--- src/rtl/fcw_arbiter_pkg.sv ---
// Shared state/pending codes and sizing helpers for the NCO frequency-control-word arbiter.
package fcw_arbiter_pkg;

    localparam int FCW_W = 24;

    typedef enum logic [1:0] {
        ST_IDLE = 2'd0,
        ST_SEQ  = 2'd1,
        ST_KEY  = 2'd2,
        ST_GAP  = 2'd3
    } arb_state_e;

    typedef enum logic [1:0] {
        PEND_NONE = 2'd0,
        PEND_SEQ  = 2'd1,
        PEND_KEY  = 2'd2
    } pending_e;

    localparam logic [1:0] GRANT_NONE = 2'b00;
    localparam logic [1:0] GRANT_SEQ  = 2'b01;
    localparam logic [1:0] GRANT_KEY  = 2'b10;

    function automatic int max_int(input int a, input int b);
        return (a > b) ? a : b;
    endfunction

endpackage

--- src/rtl/fcw_arbiter_load_counter.sv ---
// Loadable down-counter used for both key-note duration and inter-source gap timing.
module load_counter #(
    parameter int WIDTH = 8
) (
    input  logic             clk,
    input  logic             rst,
    input  logic             load,
    input  logic [WIDTH-1:0] load_val,
    input  logic             dec,
    output logic             zero
);

    logic [WIDTH-1:0] count_q;
    logic [WIDTH-1:0] count_d;

    // Load has priority so a re-trigger on the final cycle restarts cleanly.
    always_comb begin
        count_d = count_q;
        if (load) begin
            count_d = load_val;
        end else if (dec && (count_q != '0)) begin
            count_d = count_q - 1'b1;
        end
    end

    always_ff @(posedge clk) begin
        if (rst) begin
            count_q <= '0;
        end else begin
            count_q <= count_d;
        end
    end

    assign zero = (count_q == '0);

endmodule

--- src/rtl/fcw_arbiter.sv ---
// Shares one NCO frequency-control word between the sequencer stream and one-shot key notes,
// with an optional silent gap between different sources.
module fcw_arbiter
    import fcw_arbiter_pkg::*;
#(
    parameter int CYCLES_PER_SECOND = 125_000_000,
    parameter int KEY_CYCLES        = CYCLES_PER_SECOND / 4,
    parameter int GAP_CYCLES        = CYCLES_PER_SECOND / 1000
) (
    input  logic             clk,
    input  logic             rst,
    input  logic [FCW_W-1:0] seq_fcw,
    input  logic             seq_valid,
    input  logic [FCW_W-1:0] key_fcw,
    input  logic             key_valid,
    output logic             key_ready,
    output logic [FCW_W-1:0] fcw,
    output logic [1:0]       grant,
    output logic [1:0]       arb_state
);

    localparam int CNT_W = $clog2(max_int(KEY_CYCLES, GAP_CYCLES) + 1);
    localparam logic [CNT_W-1:0] KEY_LOAD = CNT_W'(KEY_CYCLES - 1);
    localparam logic [CNT_W-1:0] GAP_LOAD = (GAP_CYCLES > 0) ? CNT_W'(GAP_CYCLES - 1) : '0;
    localparam bit HAS_GAP = (GAP_CYCLES > 0);

    arb_state_e       state_q, state_d;
    pending_e         pending_q, pending_d;
    logic [FCW_W-1:0] fcw_q, fcw_d;
    logic [FCW_W-1:0] key_fcw_q, key_fcw_d;
    logic [1:0]       grant_q, grant_d;
    logic             key_ready_q, key_ready_d;

    logic             key_acc;
    logic             cnt_load;
    logic [CNT_W-1:0] cnt_val;
    logic             cnt_dec;
    logic             cnt_zero;

    assign key_acc = key_valid & key_ready_q;

    load_counter #(
        .WIDTH(CNT_W)
    ) u_cnt (
        .clk      (clk),
        .rst      (rst),
        .load     (cnt_load),
        .load_val (cnt_val),
        .dec      (cnt_dec),
        .zero     (cnt_zero)
    );

    always_comb begin
        state_d   = state_q;
        pending_d = pending_q;
        key_fcw_d = key_fcw_q;
        cnt_load  = 1'b0;
        cnt_val   = '0;
        cnt_dec   = 1'b0;

        case (state_q)
            ST_IDLE, ST_SEQ: begin
                if (key_acc) begin
                    key_fcw_d = key_fcw;
                    cnt_load  = 1'b1;
                    if (HAS_GAP) begin
                        state_d   = ST_GAP;
                        pending_d = PEND_KEY;
                        cnt_val   = GAP_LOAD;
                    end else begin
                        state_d = ST_KEY;
                        cnt_val = KEY_LOAD;
                    end
                end else if (state_q == ST_IDLE && seq_valid) begin
                    state_d = ST_SEQ;
                end else if (state_q == ST_SEQ && !seq_valid) begin
                    state_d = ST_IDLE;
                end
            end

            ST_KEY: begin
                cnt_dec = 1'b1;
                if (key_acc) begin
                    // Legato: a new note replaces the current one with no gap.
                    key_fcw_d = key_fcw;
                    cnt_load  = 1'b1;
                    cnt_val   = KEY_LOAD;
                end else if (cnt_zero) begin
                    if (seq_valid && HAS_GAP) begin
                        state_d   = ST_GAP;
                        pending_d = PEND_SEQ;
                        cnt_load  = 1'b1;
                        cnt_val   = GAP_LOAD;
                    end else if (seq_valid) begin
                        state_d = ST_SEQ;
                    end else begin
                        state_d = ST_IDLE;
                    end
                end
            end

            default: begin
                cnt_dec = 1'b1;
                // A key arriving while waiting to return to the sequencer takes the gap's slot.
                if (key_acc) begin
                    key_fcw_d = key_fcw;
                    pending_d = PEND_KEY;
                end
                if (cnt_zero) begin
                    if (pending_d == PEND_KEY) begin
                        state_d  = ST_KEY;
                        cnt_load = 1'b1;
                        cnt_val  = KEY_LOAD;
                    end else if (seq_valid) begin
                        state_d = ST_SEQ;
                    end else begin
                        state_d = ST_IDLE;
                    end
                    pending_d = PEND_NONE;
                end
            end
        endcase

        // Outputs follow the next state so they are registered alongside it.
        case (state_d)
            ST_SEQ: begin
                fcw_d   = seq_fcw;
                grant_d = GRANT_SEQ;
            end
            ST_KEY: begin
                fcw_d   = key_fcw_d;
                grant_d = GRANT_KEY;
            end
            default: begin
                fcw_d   = '0;
                grant_d = GRANT_NONE;
            end
        endcase
        key_ready_d = !((state_d == ST_GAP) && (pending_d == PEND_KEY));
    end

    always_ff @(posedge clk) begin
        if (rst) begin
            state_q     <= ST_IDLE;
            pending_q   <= PEND_NONE;
            fcw_q       <= '0;
            grant_q     <= GRANT_NONE;
            key_ready_q <= 1'b1;
        end else begin
            state_q     <= state_d;
            pending_q   <= pending_d;
            fcw_q       <= fcw_d;
            grant_q     <= grant_d;
            key_ready_q <= key_ready_d;
        end
    end

    always_ff @(posedge clk) begin
        key_fcw_q <= key_fcw_d;
    end

    assign fcw       = fcw_q;
    assign grant     = grant_q;
    assign key_ready = key_ready_q;
    assign arb_state = state_q;

endmodule
--- config.mk ---
export PLATFORM = sky130hd
export DESIGN_NAME = fcw_arbiter
export DESIGN_NICKNAME = d
export VERILOG_FILES = /design/src/rtl/fcw_arbiter_pkg.sv /design/src/rtl/fcw_arbiter_load_counter.sv /design/src/rtl/fcw_arbiter.sv
export SDC_FILE = /design/constraint.sdc
export NUM_CORES = 1
export LEC_CHECK = 0
export CAP_MARGIN = 10
export CORE_UTILIZATION = 51
export CTS_CLUSTER_DIAMETER = 40
export CTS_CLUSTER_SIZE = 14
export DETAILED_ROUTE_END_ITERATION = 8
export PLACE_DENSITY = 0.87
export SLEW_MARGIN = 25
export SYNTH_ARGS = -nofsm -noshare
export SYNTH_HDL_FRONTEND = slang
export SYNTH_SLANG_ARGS = --single-unit
export TNS_END_PERCENT = 10
--- constraint.sdc ---
create_clock -name clk -period 3.6 [get_ports clk]
set_input_delay 0.54 -clock clk [delete_from_list [all_inputs] [get_ports clk]]
set_output_delay 0.54 -clock clk [all_outputs]
set_load 0.01 [all_outputs]
======== After elaboration in Yosys (flattened, before gate mapping) ========
Cells that the tools add are included.
storage, ports and cells
  register bits after elaboration ......... 80
  latch bits .............................. 0
  bits in writable memories ............... 0
  ROM bits ................................ 0
  bits of input ports ..................... 52
  word-level logic and storage cells ...... 65
  memories kept ........................... 0
operators by class
  add/sub/neg operators ................... 1
  multiply operators ...................... 0
  div/mod/pow operators ................... 0
  order comparisons ....................... 0
  equality and inequality tests ........... 7
  shift-type cells ........................ 0
  multiplexer cells ....................... 37
  bitwise logic cells ..................... 1
  reduce and logical (&&, ||, !) cells .... 12
operators with widths
  kind                   number
  $mux 25                5
  $mux 17                3
  $pmux 25 s2            1
  $pmux 24 s2            1
  $mux 2                 14
  $logic_not 25->1       1
  $reduce_bool 25->1     1
  $sub 25x1->25 const B  1
  $mux 24                1
  $pmux 2 s2             3
  $eq 2x2->1 const B     5
  $mux 1                 8
  $eq 2x1->1 const B     2
  $logic_and 1x1->1      4
  $reduce_or 3->1        1
  $logic_not 1->1        2
  $logic_not 2->1        1
  $pmux 1 s2             1
  $reduce_bool 2->1      1
  $reduce_or 2->1        1
  $and 1x1->1            1

======== Depth between registers and ports, before layout ========
  depth in word-level cells ............... 10
  depth in mapped cells ................... 12

======== Hierarchy ========
A second synthesis with hierarchy kept.
unflattened totals
  cell total of the unflattened synthesis .. 371
  area, all modules ....................... 3584.7 µm²
modules (own cells, without submodules)
  module        instances  cells an instance  area an instance (µm²)  seq. area each (µm²)
  fcw_arbiter   1          180                2059.5                  1101.1
  load_counter  1          191                1525.2                  500.5

======== Worst setup path after synthesis ========
No wires, ideal clock.
  path kind ............................... register to register
  from .................................... register u_cnt.count_q[0]
  to ...................................... register fcw_q[10], in the netlist fcw[10]
  library setup time ...................... 0.065 ns
  arrival time ............................ 2.980 ns
  slack ................................... 0.555 ns
  stages on the path, launching flop included .. 13
  buffers on the path ..................... 2
  cells stage by stage .................... dfxtp_1 inv_1 ha_1 or4b_1 nor4b_4 a21oi_1 o21ai_1 and2_1 ha_1 or2_2 clkbuf_1 clkbuf_1 nor2_1
between the ends
  cells in the longest elaborated chain, start to end .. 6
  elaborated cells between the ends (all ways) .. 8
  those cells by class .................... 2 x eq/ne; 5 x mux; 1 x reduce/logical
ends and longest elaborated chain
  element                                   RTL line                        text
  start, declared                           fcw_arbiter_load_counter.sv:13  logic [WIDTH-1:0] count_q;
  start signal, assigned                    fcw_arbiter_load_counter.sv:30  count_q <= count_d;
  $logic_not 25->1 *                        fcw_arbiter_load_counter.sv:34  assign zero = (count_q == '0);
  $mux 2                                    fcw_arbiter.sv:88               end else if (cnt_zero) begin
  $mux 2                                    fcw_arbiter.sv:83               if (key_acc) begin
  $pmux 2 s2 *                              fcw_arbiter.sv:61               case (state_q)
  $eq 2x2->1 or $eq 2x1->1 (tied branches)  fcw_arbiter.sv:125              case (state_d)
  $pmux 24 s2 *                             fcw_arbiter.sv:125
  end signal, assigned                      fcw_arbiter.sv:152              fcw_q <= fcw_d;
  end, declared                             fcw_arbiter.sv:29               logic [FCW_W-1:0] fcw_q, fcw_d;
Mark *: on every way between the ends. The rest lies on a longest branch, timed or not.
A chain may end at the register's enable or synchronous reset.

======== Worst setup path after layout ========
  from .................................... register u_cnt.count_q[0]
  to ...................................... register fcw_q[20], in the netlist fcw[20]
Same word-level chain as after synthesis.

==> out/qor.csv <==
metric;value;unit
status;finished, final reports clean;
ant_nets;0;
ys_seq_area_share;41.8;%
p_leak;1.89;nW
routed_wl;11200;µm
cts-root-buf;clkbuf_8;
grt_pass1_wl;18000;µm
drt-pass1-iter-count;5;
clk_pin_slew;0.10;ns
fin_area;0.00493;mm²
layout_min_cycle_time;3.37;ns
rsz0062_at_grt;no;
ys_types;64;
path_class;flop to flop;
dpl.cell_count;609;
cts_setup_buffers;0;
die_h;88.7;µm
tns;0;ns
max-cap-violations;0;
fin_ws;0.234;ns
crit_path_end_kind;flop;
via_per_inst;6.14;
placed_area;0.00471;mm²
final_layout_size_suffix_gt1_share;9.32;%
final_common_cell;nand2_1;
cts_tree;yes;
drc_errors;0;
cp_max_fo;24;
worst_hold_slack;0.454;ns
grt-ovfl-total;0;
grt_pass1_vias;3724;
synth-edff-count;0;
slew_headroom;33.3;%
cp_top_family;simple AND/OR/NAND/NOR gates;
synthTopCellsByArea;dfxtp_1 42%, nand2_1 8.2%, a22oi_1 7.4%;
fill_cells;558;
yosysTopAreaCellShare;41.8;%
cts_hold_buf;0;
fin_cells;625;
cp_num_buf_inv;1;
die_w;88.7;µm
critPathMaxStageDelay;0.77;ns
antenna_found_initial;0;
worst_slew_pin_slew;0.991;ns
hold_path_class;flop to flop;
post-place-ws;0.429;ns
synthToLayoutAreaGrowth;28.6;%
grtUsageTotal;30.0;%
initial_core_util;52.8;%
setup_viol_count_final;0;
synthFlopType;dfxtp_1;
synth_area;0.00383;mm²
crit_path_frequent_cell;ha_1;
hold_viol;0;
synth_seq_cells;80;
fp-row-count;31;
cp.arrival;3.66;ns
min_period_over_period;93.5;%
worst_clock_skew;0.00993;ns
async_reset_ff_share;0;%
p_per_area;517;mW/mm²
ctsHtreeMaxLevel;3;
place_congestion;0.980;
grt_max_degree;25;
crit_path_start_kind;flop;
cts_buffers;9;
port-buffer-count;80;
cts.sinks;80;
synth_fp_nets;504;
syn_inst;445;
core-area;0.00725;mm²
avgSynthCellArea;8.61;µm²
pin_count;81;
yosysTopAreaCell;dfxtp_1;
nNetsFinal;580;
die_area;0.00786;mm²
path_cells;inv_1 > ha_1 > or4b_1 > nor4b_4 > a21oi_1 > o21ai_1 > and2_1 > ha_1 > a22oi_1 > nor2_1;
slowest_stage;ha_1;
cts_buffer_depth;2;
wl_per_cell;17.9;µm
clk_latency;0.36;ns
clock.fmax;0.297;GHz
vdd_drop_max;0.000311;V
layout_common_cells;84 x nand2_1, 80 x dfxtp_1, 80 x clkdlybuf4s50_1, 42 x nor2_1, 38 x a22oi_1;
ys.warnings.count;0;
postCtsResizedCells;0;
dr_total_vias;3836;
antenna_cells;0;
worstPathRequired;3.90;ns
slew_violations;0;
drt_iter0_markers;416;
dp_hpwl;7690;µm
-- worst paths after layout --
kind                          from            to  slack (ns)  depth (start not counted)
hold reg to reg       key_fcw_q[1]  key_fcw_q[1]        0.45                          2
setup reg to reg  u_cnt.count_q[0]       fcw[20]        0.23                         10
hold / removal        key_fcw_q[1]  key_fcw_q[1]        0.45                          2
setup / recovery  u_cnt.count_q[0]       fcw[20]        0.23                         10
-- flip-flops by register name, summed over array words and instances, names as in the netlist --
register       count
pending_q          2
u_cnt.count_q     25
grant              2
arb_state          2
fcw               24
key_ready          1
key_fcw_q         24
-- tightest hold or removal path: cells and delay by family (launching register included) --
kind / cells / cell delay, ns
AND/OR/NAND/NOR: 2 / 0.11
flip-flops: 1 / 0.30
-- power breakdown --
| part | switching (W) | internal (W) |
|---|---|---|
| Combinational | 0.000462 | 0.000320 |
| Sequential | 0.0000775 | 0.000982 |
| Clock | 0.000372 | 0.000335 |
-- layout make-up --
| type | instances | area (µm²) | area share, % |
|---|---|---|---|
| multi-input combinational | 322 | 2040 | 41.5 |
| sequential | 80 | 1600 | 32.5 |
| timing repair buffer | 90 | 876 | 17.8 |
| clock buffer | 9 | 124 | 2.51 |
| tap | 99 | 124 | 2.51 |
| clock inverter | 7 | 90.1 | 1.83 |
| inverter | 18 | 67.6 | 1.37 |
-- layer usage --
layer | GRT usage, % | vias up | wire, µm
li1 | - | 1785 | -
met1 | 36.9 | 1820 | 4490
met2 | 48.9 | 199 | 5480
met3 | 6.81 | 32 | 877
met4 | 16.0 | 0 | 337
met5 | 0 | - | 0
-- metrics by stage --
stage / util [%] / power, W
after floorplan: - / 0.00157
after global placement: 65.0 / 0.00181
after detailed placement: 65.0 / 0.00184
after CTS: 67.9 / 0.00254
after global routing: 67.9 / 0.00268
final: 67.9 / 0.00255
-- synth_stat cells (5+ instances only) --
cell type,n
or3_1,7
inv_1,18
nor3_1,9
clkbuf_1,17
dfxtp_1,80
or4_1,5
ha_1,7
a31oi_1,5
o21ai_0,5
nand3_1,10
a22oi_1,38
o32ai_1,12
nand2_1,84
a21oi_1,17
nor2_1,42
-- cell families after synthesis --
kind of cell	count (synthesis)	synth area share, %
compound gates	116	24.0
xor+xnor	3	0.686
fa+ha+maj	7	2.29
buf+inv	43	4.83
flops	80	41.8
simple gates	196	26.4
No activity file was read; power rests on OpenSTA's default activity.
